[src/rtl/krnl_partialknn_local_buf_pkg.sv]
// Shared types and sizing for the partialKnn local search-space buffer controller.
package krnl_partialknn_local_buf_pkg;
  localparam int DATA_W     = 256;
  localparam int ADDR_W     = 11;
  localparam int DEPTH      = 2048;
  localparam int MAX_RD_LAT = 4;

  typedef enum logic [1:0] {
    ST_IDLE  = 2'd0,
    ST_FILL  = 2'd1,
    ST_DRAIN = 2'd2,
    ST_DONE  = 2'd3
  } state_e;
endpackage

[src/rtl/krnl_partialknn_local_buf_ofifo.sv]
// Shift-register output FIFO; entry 0 is the head, so the head word comes straight from a flop.
module krnl_partialknn_local_buf_ofifo #(
  parameter int DataWidth = 256,
  parameter int Depth     = 2,
  localparam int CntW     = $clog2(Depth + 1)
) (
  input  logic                 ap_clk,
  input  logic                 ap_rst_n,
  input  logic                 push,
  input  logic [DataWidth-1:0] push_data,
  input  logic                 pop,
  output logic [DataWidth-1:0] head,
  output logic [CntW-1:0]      count
);
  logic [Depth-1:0][DataWidth-1:0] entries;
  logic                            pop_ok, push_ok;
  logic [CntW-1:0]                 wr_idx;

  assign pop_ok  = pop && (count != '0);
  assign push_ok = push && ((count != CntW'(Depth)) || pop_ok);
  assign wr_idx  = pop_ok ? count - CntW'(1) : count;
  assign head    = entries[0];

  always_ff @(posedge ap_clk or negedge ap_rst_n) begin
    if (!ap_rst_n) begin
      entries <= '0;
      count   <= '0;
    end else begin
      for (int i = 0; i < Depth; i++) begin
        if (pop_ok && i < Depth - 1) entries[i] <= entries[i+1];
        if (push_ok && wr_idx == CntW'(i)) entries[i] <= push_data;
      end
      count <= count + CntW'(push_ok) - CntW'(pop_ok);
    end
  end
endmodule

[src/rtl/krnl_partialknn_local_buf_ctrl.sv]
// Fill/drain controller for one partialKnn URAM local buffer: stream in a burst, then
// replay it in address order through a credit-limited read pipeline.
module krnl_partialknn_local_buf_ctrl
  import krnl_partialknn_local_buf_pkg::*;
#(
  parameter int DataWidth    = DATA_W,
  parameter int AddressRange = DEPTH,
  parameter int AddressWidth = ADDR_W,
  parameter int ReadLatency  = 1
) (
  input  logic                    ap_clk,
  input  logic                    ap_rst_n,
  input  logic                    start,
  input  logic [AddressWidth:0]   num_words,
  input  logic [DataWidth-1:0]    in_data,
  input  logic                    in_valid,
  output logic                    in_ready,
  output logic [DataWidth-1:0]    out_data,
  output logic                    out_valid,
  input  logic                    out_ready,
  output logic                    out_last,
  output logic                    busy,
  output logic                    done,
  output logic [AddressWidth-1:0] mem_address0,
  output logic                    mem_ce0,
  output logic                    mem_we0,
  output logic [DataWidth-1:0]    mem_d0,
  input  logic [DataWidth-1:0]    mem_q0
);
  localparam int FifoDepth = ReadLatency + 1;
  localparam int CntW      = $clog2(FifoDepth + 1);
  localparam int PtrW      = AddressWidth + 1;
  localparam logic [PtrW-1:0] RANGE = PtrW'(AddressRange);

  state_e                 state;
  logic [PtrW-1:0]        num_q, wr_ptr, rd_ptr, out_cnt;
  logic [CntW-1:0]        inflight, fifo_count;
  logic [CntW:0]          credits_used;
  logic [ReadLatency-1:0] vld_pipe;
  logic                   fill_hs, rd_issue, q_push, out_hs;

  assign in_ready  = (state == ST_FILL);
  assign busy      = (state != ST_IDLE);
  assign done      = (state == ST_DONE);
  assign fill_hs   = in_ready && in_valid;
  assign out_valid = (fifo_count != '0);
  assign out_hs    = out_valid && out_ready;
  assign out_last  = out_valid && (out_cnt == num_q - PtrW'(1));
  assign q_push    = vld_pipe[ReadLatency-1];

  // A pop in this cycle returns its credit at once, so drain keeps one word per cycle.
  assign credits_used = {1'b0, fifo_count} + {1'b0, inflight} - (CntW+1)'(out_hs);
  assign rd_issue     = (state == ST_DRAIN) && (rd_ptr < num_q) &&
                        (credits_used < (CntW+1)'(FifoDepth));

  always_comb begin
    mem_ce0      = fill_hs || rd_issue;
    mem_we0      = fill_hs;
    mem_address0 = '0;
    mem_d0       = '0;
    if (fill_hs) begin
      mem_address0 = wr_ptr[AddressWidth-1:0];
      mem_d0       = in_data;
    end else if (rd_issue) begin
      mem_address0 = rd_ptr[AddressWidth-1:0];
    end
  end

  always_ff @(posedge ap_clk or negedge ap_rst_n) begin
    if (!ap_rst_n) begin
      state   <= ST_IDLE;
      num_q   <= '0;
      wr_ptr  <= '0;
      rd_ptr  <= '0;
      out_cnt <= '0;
    end else begin
      unique case (state)
        ST_IDLE: if (start) begin
          if (num_words == '0) begin
            state <= ST_DONE;
          end else begin
            num_q   <= (num_words > RANGE) ? RANGE : num_words;
            wr_ptr  <= '0;
            rd_ptr  <= '0;
            out_cnt <= '0;
            state   <= ST_FILL;
          end
        end
        ST_FILL: if (fill_hs) begin
          wr_ptr <= wr_ptr + PtrW'(1);
          if (wr_ptr + PtrW'(1) == num_q) state <= ST_DRAIN;
        end
        ST_DRAIN: begin
          if (rd_issue) rd_ptr <= rd_ptr + PtrW'(1);
          if (out_hs) begin
            out_cnt <= out_cnt + PtrW'(1);
            if (out_last) state <= ST_DONE;
          end
        end
        ST_DONE: state <= ST_IDLE;
        default: state <= ST_IDLE;
      endcase
    end
  end

  // vld_pipe tracks each issued read until its data sits on mem_q0.
  always_ff @(posedge ap_clk or negedge ap_rst_n) begin
    if (!ap_rst_n) begin
      vld_pipe <= '0;
      inflight <= '0;
    end else begin
      vld_pipe <= (vld_pipe << 1) | ReadLatency'(rd_issue);
      inflight <= inflight + CntW'(rd_issue) - CntW'(q_push);
    end
  end

  krnl_partialknn_local_buf_ofifo #(
    .DataWidth (DataWidth),
    .Depth     (FifoDepth)
  ) u_ofifo (
    .ap_clk    (ap_clk),
    .ap_rst_n  (ap_rst_n),
    .push      (q_push),
    .push_data (mem_q0),
    .pop       (out_hs),
    .head      (out_data),
    .count     (fifo_count)
  );
endmodule

[config.mk]
export PLATFORM = sky130hd
export DESIGN_NAME = krnl_partialknn_local_buf_ctrl
export DESIGN_NICKNAME = d
export VERILOG_FILES = /design/src/rtl/krnl_partialknn_local_buf_pkg.sv /design/src/rtl/krnl_partialknn_local_buf_ofifo.sv /design/src/rtl/krnl_partialknn_local_buf_ctrl.sv
export SDC_FILE = /design/constraint.sdc
export NUM_CORES = 1
export LEC_CHECK = 0
export CAP_MARGIN = 20
export CORE_AREA = 2 2 417 419
export DETAILED_ROUTE_END_ITERATION = 8
export DIE_AREA = 0 0 419 421
export SKIP_CTS_REPAIR_TIMING = 1
export SYNTH_ARGS = -nofsm -noshare
export SYNTH_HDL_FRONTEND = slang
export SYNTH_SLANG_ARGS = --single-unit
[constraint.sdc]
create_clock -name ap_clk -period 4 [get_ports ap_clk]
set_clock_uncertainty 0.05 [all_clocks]
set_input_delay 0.4 -clock ap_clk [delete_from_list [all_inputs] [get_ports ap_clk]]
set_output_delay 0.4 -clock ap_clk [all_outputs]
set_load 0.02 [all_outputs]
# After elaboration in Yosys (flattened, before gate mapping)
# Index checks and enable logic that the tools add are counted.
# word_totals
regBits	567
output_inout_bits	530
input_bits	529
word_cells	85
# op_classes
n_lt_le_gt_ge	3
bitwise	1
n_reduce_logical	24
eq_ne	14
n_mux	22
n_addsub	11
# ops
cell	n
$mux W256	3
$mux W12	6
$pmux W12 S2	3
$add A12 B1 Y12 const B	3
$eq A12 B12 Y1	2
$mux W11	2
$mux W2	7
$gt A12 B12 Y1 const B	1
$logic_not A12 Y1	1
$lt A12 B12 Y1	1
$ne A2 B2 Y1 const B	6
$reduce_and A4 Y1	3
$sub A12 B1 Y12 const B	1
$reduce_bool A2 Y1	5
$logic_and A1 B1 Y1	9
$pmux W2 S4	1
$reduce_and A5 Y1	1
$add A2 B1 Y2	2
$eq A2 B1 Y1 const B	2
$eq A2 B2 Y1 const B	2
$logic_not A2 Y1	2
$ne A2 B1 Y1 const B	2
$sub A2 B1 Y2	2
$add A2 B2 Y3	1
6 further kinds	7

# Logic depth before layout (Yosys ltp)
# logic_depth
depth_word	7
ltp_mapped	21
mapped_depth_nobuf	17

# Modules after synthesis
# Synthesis repeated with hierarchy kept, for this count alone.
# unflattened
hier_cells	2454
area_unflattened_um2	31062.3
# by_module_without_submodules
mod	seq_area_each_um2	cells_each	instances	area_each_um2
krnl_partialknn_local_buf_ofifo	12862.3	1641	1	25169.1
krnl_partialknn_local_buf_ctrl	1326.3	813	1	5893.2

# Worst setup path before layout
# Ideal clock, no wire load.
# synth_path
path_kind	register to output
start	register u_ofifo.count[1]
end	output mem_address0[2]
t_arrival_ns	3.738
stages_incl_launch_ff	18
setup_slack_ns	-0.188
path_buffers	4
cell_sequence	dfrtp_1 > inv_1 > ha_1 > inv_1 > nand2_1 > clkinv_2 > buf_2 > clkbuf_1 > ha_1 > nor2b_1 > fa_1 > nor2_1 > nand3_1 > a21oi_1 > o21ai_2 > buf_6 > clkbuf_1 > o21ai_0
# synth_via
elab_chain_cells	7
elab_cells_between_ends	8
# synth_lines
element	line	text
start: declaration	krnl_partialknn_local_buf_ofifo.sv:13	output logic [CntW-1:0] count
start signal: assignment	krnl_partialknn_local_buf_ofifo.sv:33	count <= count + CntW'(push_ok) - CntW'(pop_ok);
$reduce_bool A2 Y1	krnl_partialknn_local_buf_ctrl.sv:46	assign out_valid = (fifo_count != '0);
via out_valid	krnl_partialknn_local_buf_ctrl.sv:19	output logic out_valid,
$logic_and A1 B1 Y1	krnl_partialknn_local_buf_ctrl.sv:47	assign out_hs = out_valid && out_ready;
$sub A3 B1 Y3	krnl_partialknn_local_buf_ctrl.sv:52	assign credits_used = {1'b0, fifo_count} + {1'b0, inflight} - (CntW+1)'(out_hs);
$lt A3 B2 Y1	krnl_partialknn_local_buf_ctrl.sv:54	(credits_used < (CntW+1)'(FifoDepth));
$logic_and A1 B1 Y1	krnl_partialknn_local_buf_ctrl.sv:53	assign rd_issue = (state == ST_DRAIN) && (rd_ptr < num_q) &&
$mux W11	krnl_partialknn_local_buf_ctrl.sv:64	end else if (rd_issue) begin
$mux W11	krnl_partialknn_local_buf_ctrl.sv:61	if (fill_hs) begin
end: declaration	krnl_partialknn_local_buf_ctrl.sv:24	output logic [AddressWidth-1:0] mem_address0,
# The timed path passes the listed nets, and every way through them passes these cells.

# Final worst setup path
# layout_path
start	register num_q[1]
end	output out_last
# layout_via
elab_chain_cells	3
# layout_lines
element	line	text
start: declaration	krnl_partialknn_local_buf_ctrl.sv:36	logic [PtrW-1:0] num_q, wr_ptr, rd_ptr, out_cnt;
start signal: assignment	krnl_partialknn_local_buf_ctrl.sv:82	num_q <= (num_words > RANGE) ? RANGE : num_words;
$sub A12 B1 Y12	krnl_partialknn_local_buf_ctrl.sv:48	assign out_last = out_valid && (out_cnt == num_q - PtrW'(1));
$eq A12 B12 Y1	krnl_partialknn_local_buf_ctrl.sv:48	
$logic_and A1 B1 Y1	krnl_partialknn_local_buf_ctrl.sv:48	
end: declaration	krnl_partialknn_local_buf_ctrl.sv:21	output logic out_last,
# Every way passes these cells.

==> impl_metrics.toml <==
[synth]
synth_top_area_share_pct = 49.11
synthMuxAreaShare_pct = 10.42
netlist_instances = 3019
yosys.area_share.adder_pct = 1.195
synth_xor_area_share_pct = 1.395
yosys.cell_types.count = 67
synth_nets = 3575
ys_ff_latch = 567
syn_area_per_cell_um2 = 9.569
netlist_area_um2 = 28890
synth_compound_area_share_pct = 8.103
synth_seq_area_share_pct = 49.11
synth_area_leaders = "dfrtp_1 49%, mux2_2 10%, nand2_1 7.5%"
synth_top_cell_by_area = "dfrtp_1"
synthFlopType = "dfrtp_1"
synth_top_family_by_area = "simple AND/OR/NAND/NOR gates"
synth_edf_count = 0
yosys_warnings = 0
synthArstFlopShare_pct = 100.0
synth_simple_gate_area_share_pct = 19.13

[clocking]
ctsLongestPathBuffers = 3
cts-root-buf = "clkbuf_16"
cts_max_level = 3
path_clk_slew_ps = 60
numCtsBuffers = 67
tritoncts = "built"
cts.sinks = 567
clk_latency_ps = 640

[power]
ir_worst_vdd_uv = 359.3
p_leak_nw = 18.29
power_density_nw_per_um2 = 681.1

[floorplan]
die_h_um = 421
die_area_um2 = 176400
ioPinCount = 1059
initial_utilization_pct = 16.75
dieWidth_um = 419
coreArea_um2 = 172500
rows = 153

[placement]
dp_slack_ps = 88.85
place_area_um2 = 40180
dp.cells = 5981
gp_congestion = 1.030
dp_hpwl_um = 124400
io_buffers = 1058

[sta]
fin_setup_tns_ps = 0
period_needed_ps = 3863
worst_slew_pin_slew_ps = 1224
setup_slack_ps = 137.2
fmax_ghz = 0.2589
slew_violations = 0
relSlewSlack_pct = 18.37
finalSetupViolCount = 0
hold_violations = 0
whs_ps = 256.4
fin_crit_sh_pct = 96.57

[layout]
final_cell_mix = "1044 x clkdlybuf4s50_1, 573 x nand2_1, 567 x dfrtp_1, 291 x nor2_1, 264 x and3_1"
drive_gt1_share_pct = 12.99
syn2layout_area_growth_pct = 47.91
final_common_cell = "clkdlybuf4s50_1"
fin_cells = 6144
nets = 4291
fillerInstances = 18330
design_area_um2 = 42730

[critical_path]
cp_max_fo = 5
slowest_delay_ps = 580
critPathArrivalTime_ps = 3410
crit_buf_inv = 3
cp.required_ps = 3550
worst-setup-path-type = "flop to output port"
cp-end-kind = "output port"
startpoint_type = "flop"
crit_chain = "inv_1 > ha_1 > nor4b_4 > buf_4 > mux2_4 > a22oi_2 > a21oi_1 > a41oi_1 > and4bb_2 > clkdlybuf4s50_1"
path_delay_family = "buffers and inverters"
slowest_stage = "clkdlybuf4s50_1"

[route]
drc = 0
viasPerCell = 4.139
ant_nets = 0
wire_per_inst_um = 25.42
via_count = 25430
totalWireLength_um = 156200
drt-initial-drc-count = 1684
firstDrtPassIters = 5

[job]
max_cap_violations = 0

[hold_path]
holdCritPathClass = "input pin to async pin"

[grt]
grt_pass1_wl_um = 213700
antenna_found_initial = 36
grt_pass1_vias = 25040
grt_max_degree = 178
track_usage_pct = 17.24
gr-total-overflow = 0

[run_status]
status = "finished clean"
-- state kept, by name (all words and copies together) (netlist names) --
| register | flops |
|---|---|
| inflight | 2 |
| num_q | 12 |
| out_cnt | 12 |
| q_push | 1 |
| rd_ptr | 12 |
| state | 2 |
| u_ofifo.count | 2 |
| u_ofifo.entries | 256 |
| u_ofifo.head | 256 |
| wr_ptr | 12 |
-- synth_stat cells, drive strengths merged (2+ instances only) --
| cell | count |
|---|---|
| o21a | 2 |
| a21oi | 22 |
| nor4 | 3 |
| a31oi | 259 |
| a22o | 2 |
| inv | 30 |
| a22oi | 2 |
| dfrtp | 567 |
| and2 | 2 |
| nand2b | 18 |
| clkbuf | 159 |
| mux2 | 259 |
| or4 | 6 |
| a21o | 7 |
| nand4 | 12 |
| buf | 330 |
| nand3 | 22 |
| and4 | 5 |
| nor3b | 2 |
| and3 | 264 |
| o31ai | 10 |
| nor3 | 8 |
| a221oi | 2 |
| o211ai | 2 |
| a211oi | 4 |
| o21ai | 50 |
| or3 | 4 |
| ha | 26 |
| mux2i | 9 |
| xnor2 | 29 |
| nand3b | 2 |
| nor2 | 291 |
| xor2 | 17 |
| nand2 | 575 |
-- routing by layer --
layer / up-vias / wire [µm] / global-route usage [%] / share of wire, %
li1: 11470 / - / - / -
met1: 12910 / 75220 / 25.28 / 48
met2: 868 / 67140 / 25.36 / 43
met3: 169 / 11410 / 4.431 / 7.3
met4: 8 / 2400 / 3.177 / 1.5
met5: - / 50 / 0 / 0.032
-- cell type report --
type / instances / area [µm²] / area share, %
Clock inverter: 17 / 244.0 / 0.5710
Tap cell: 2325 / 2909 / 6.808
Sequential cell: 567 / 14190 / 33.20
Timing Repair Buffer: 1137 / 11420 / 26.72
Clock buffer: 97 / 1981 / 4.635
Antenna cell: 39 / 97.59 / 0.2284
Inverter: 31 / 123.9 / 0.2899
Multi-Input combinational cell: 1931 / 11770 / 27.54
-- cell families (layout without fill, tap and decap cells) --
family                   after synthesis  after routing
flip-flops                           567            567
AND/OR/NAND/NOR                     1220           1220
AO/OA/AOI/OAI                        370            370
multiplexers                         268            268
other                                  0             39
adder cells (fa/ha/maj)               27             27
buffers and inverters                521           1282
XOR/XNOR                              46             46
-- worst register-to-register path: stages, from the launching register on --
cell     delay, ps
dfrtp_1        410
inv_2           90
ha_4           130
inv_1           70
nand2_4         90
buf_4          110
buf_4          480
buf_4          730
buf_12         540
nand2_1        500
a31oi_1        230
-- metrics by stage --
step / util [%] / power [mW]
2_1_floorplan: - / 17.80
3_3_place_gp: 23.30 / 22.53
3_5_place_dp: 23.30 / 22.78
4_1_cts: 24.59 / 29.22
5_1_grt: 24.72 / 30.67
6_report: 24.77 / 29.10
-- power by group --
part           internal, mW  leakage [nW]  switching, mW
sequential             8.17          7.20           1.45
clock                  3.71          1.09           2.52
combinational          5.93          9.99           7.32
total                  17.8          18.3           11.3
-- worst paths after layout --
| kind | from | endpoint | slack (ps) | cells after the start |
|---|---|---|---|---|
| setup / recovery | num_q[1] | out_last | 140 | 10 |
| hold / removal | ap_rst_n | u_ofifo.entries[354] | 260 | 2 |
| setup reg to reg | u_ofifo.count[1] | u_ofifo.head[41] | 490 | 10 |
| hold reg to reg | inflight[1] | inflight[1] | 440 | 1 |
| max in group asynchronous | ap_rst_n | u_ofifo.head[248] | 2550 | 3 |
| min in group ap_clk | mem_q0[17] | u_ofifo.head[17] | 310 | 3 |
Power figures use the tool's default switching activity.
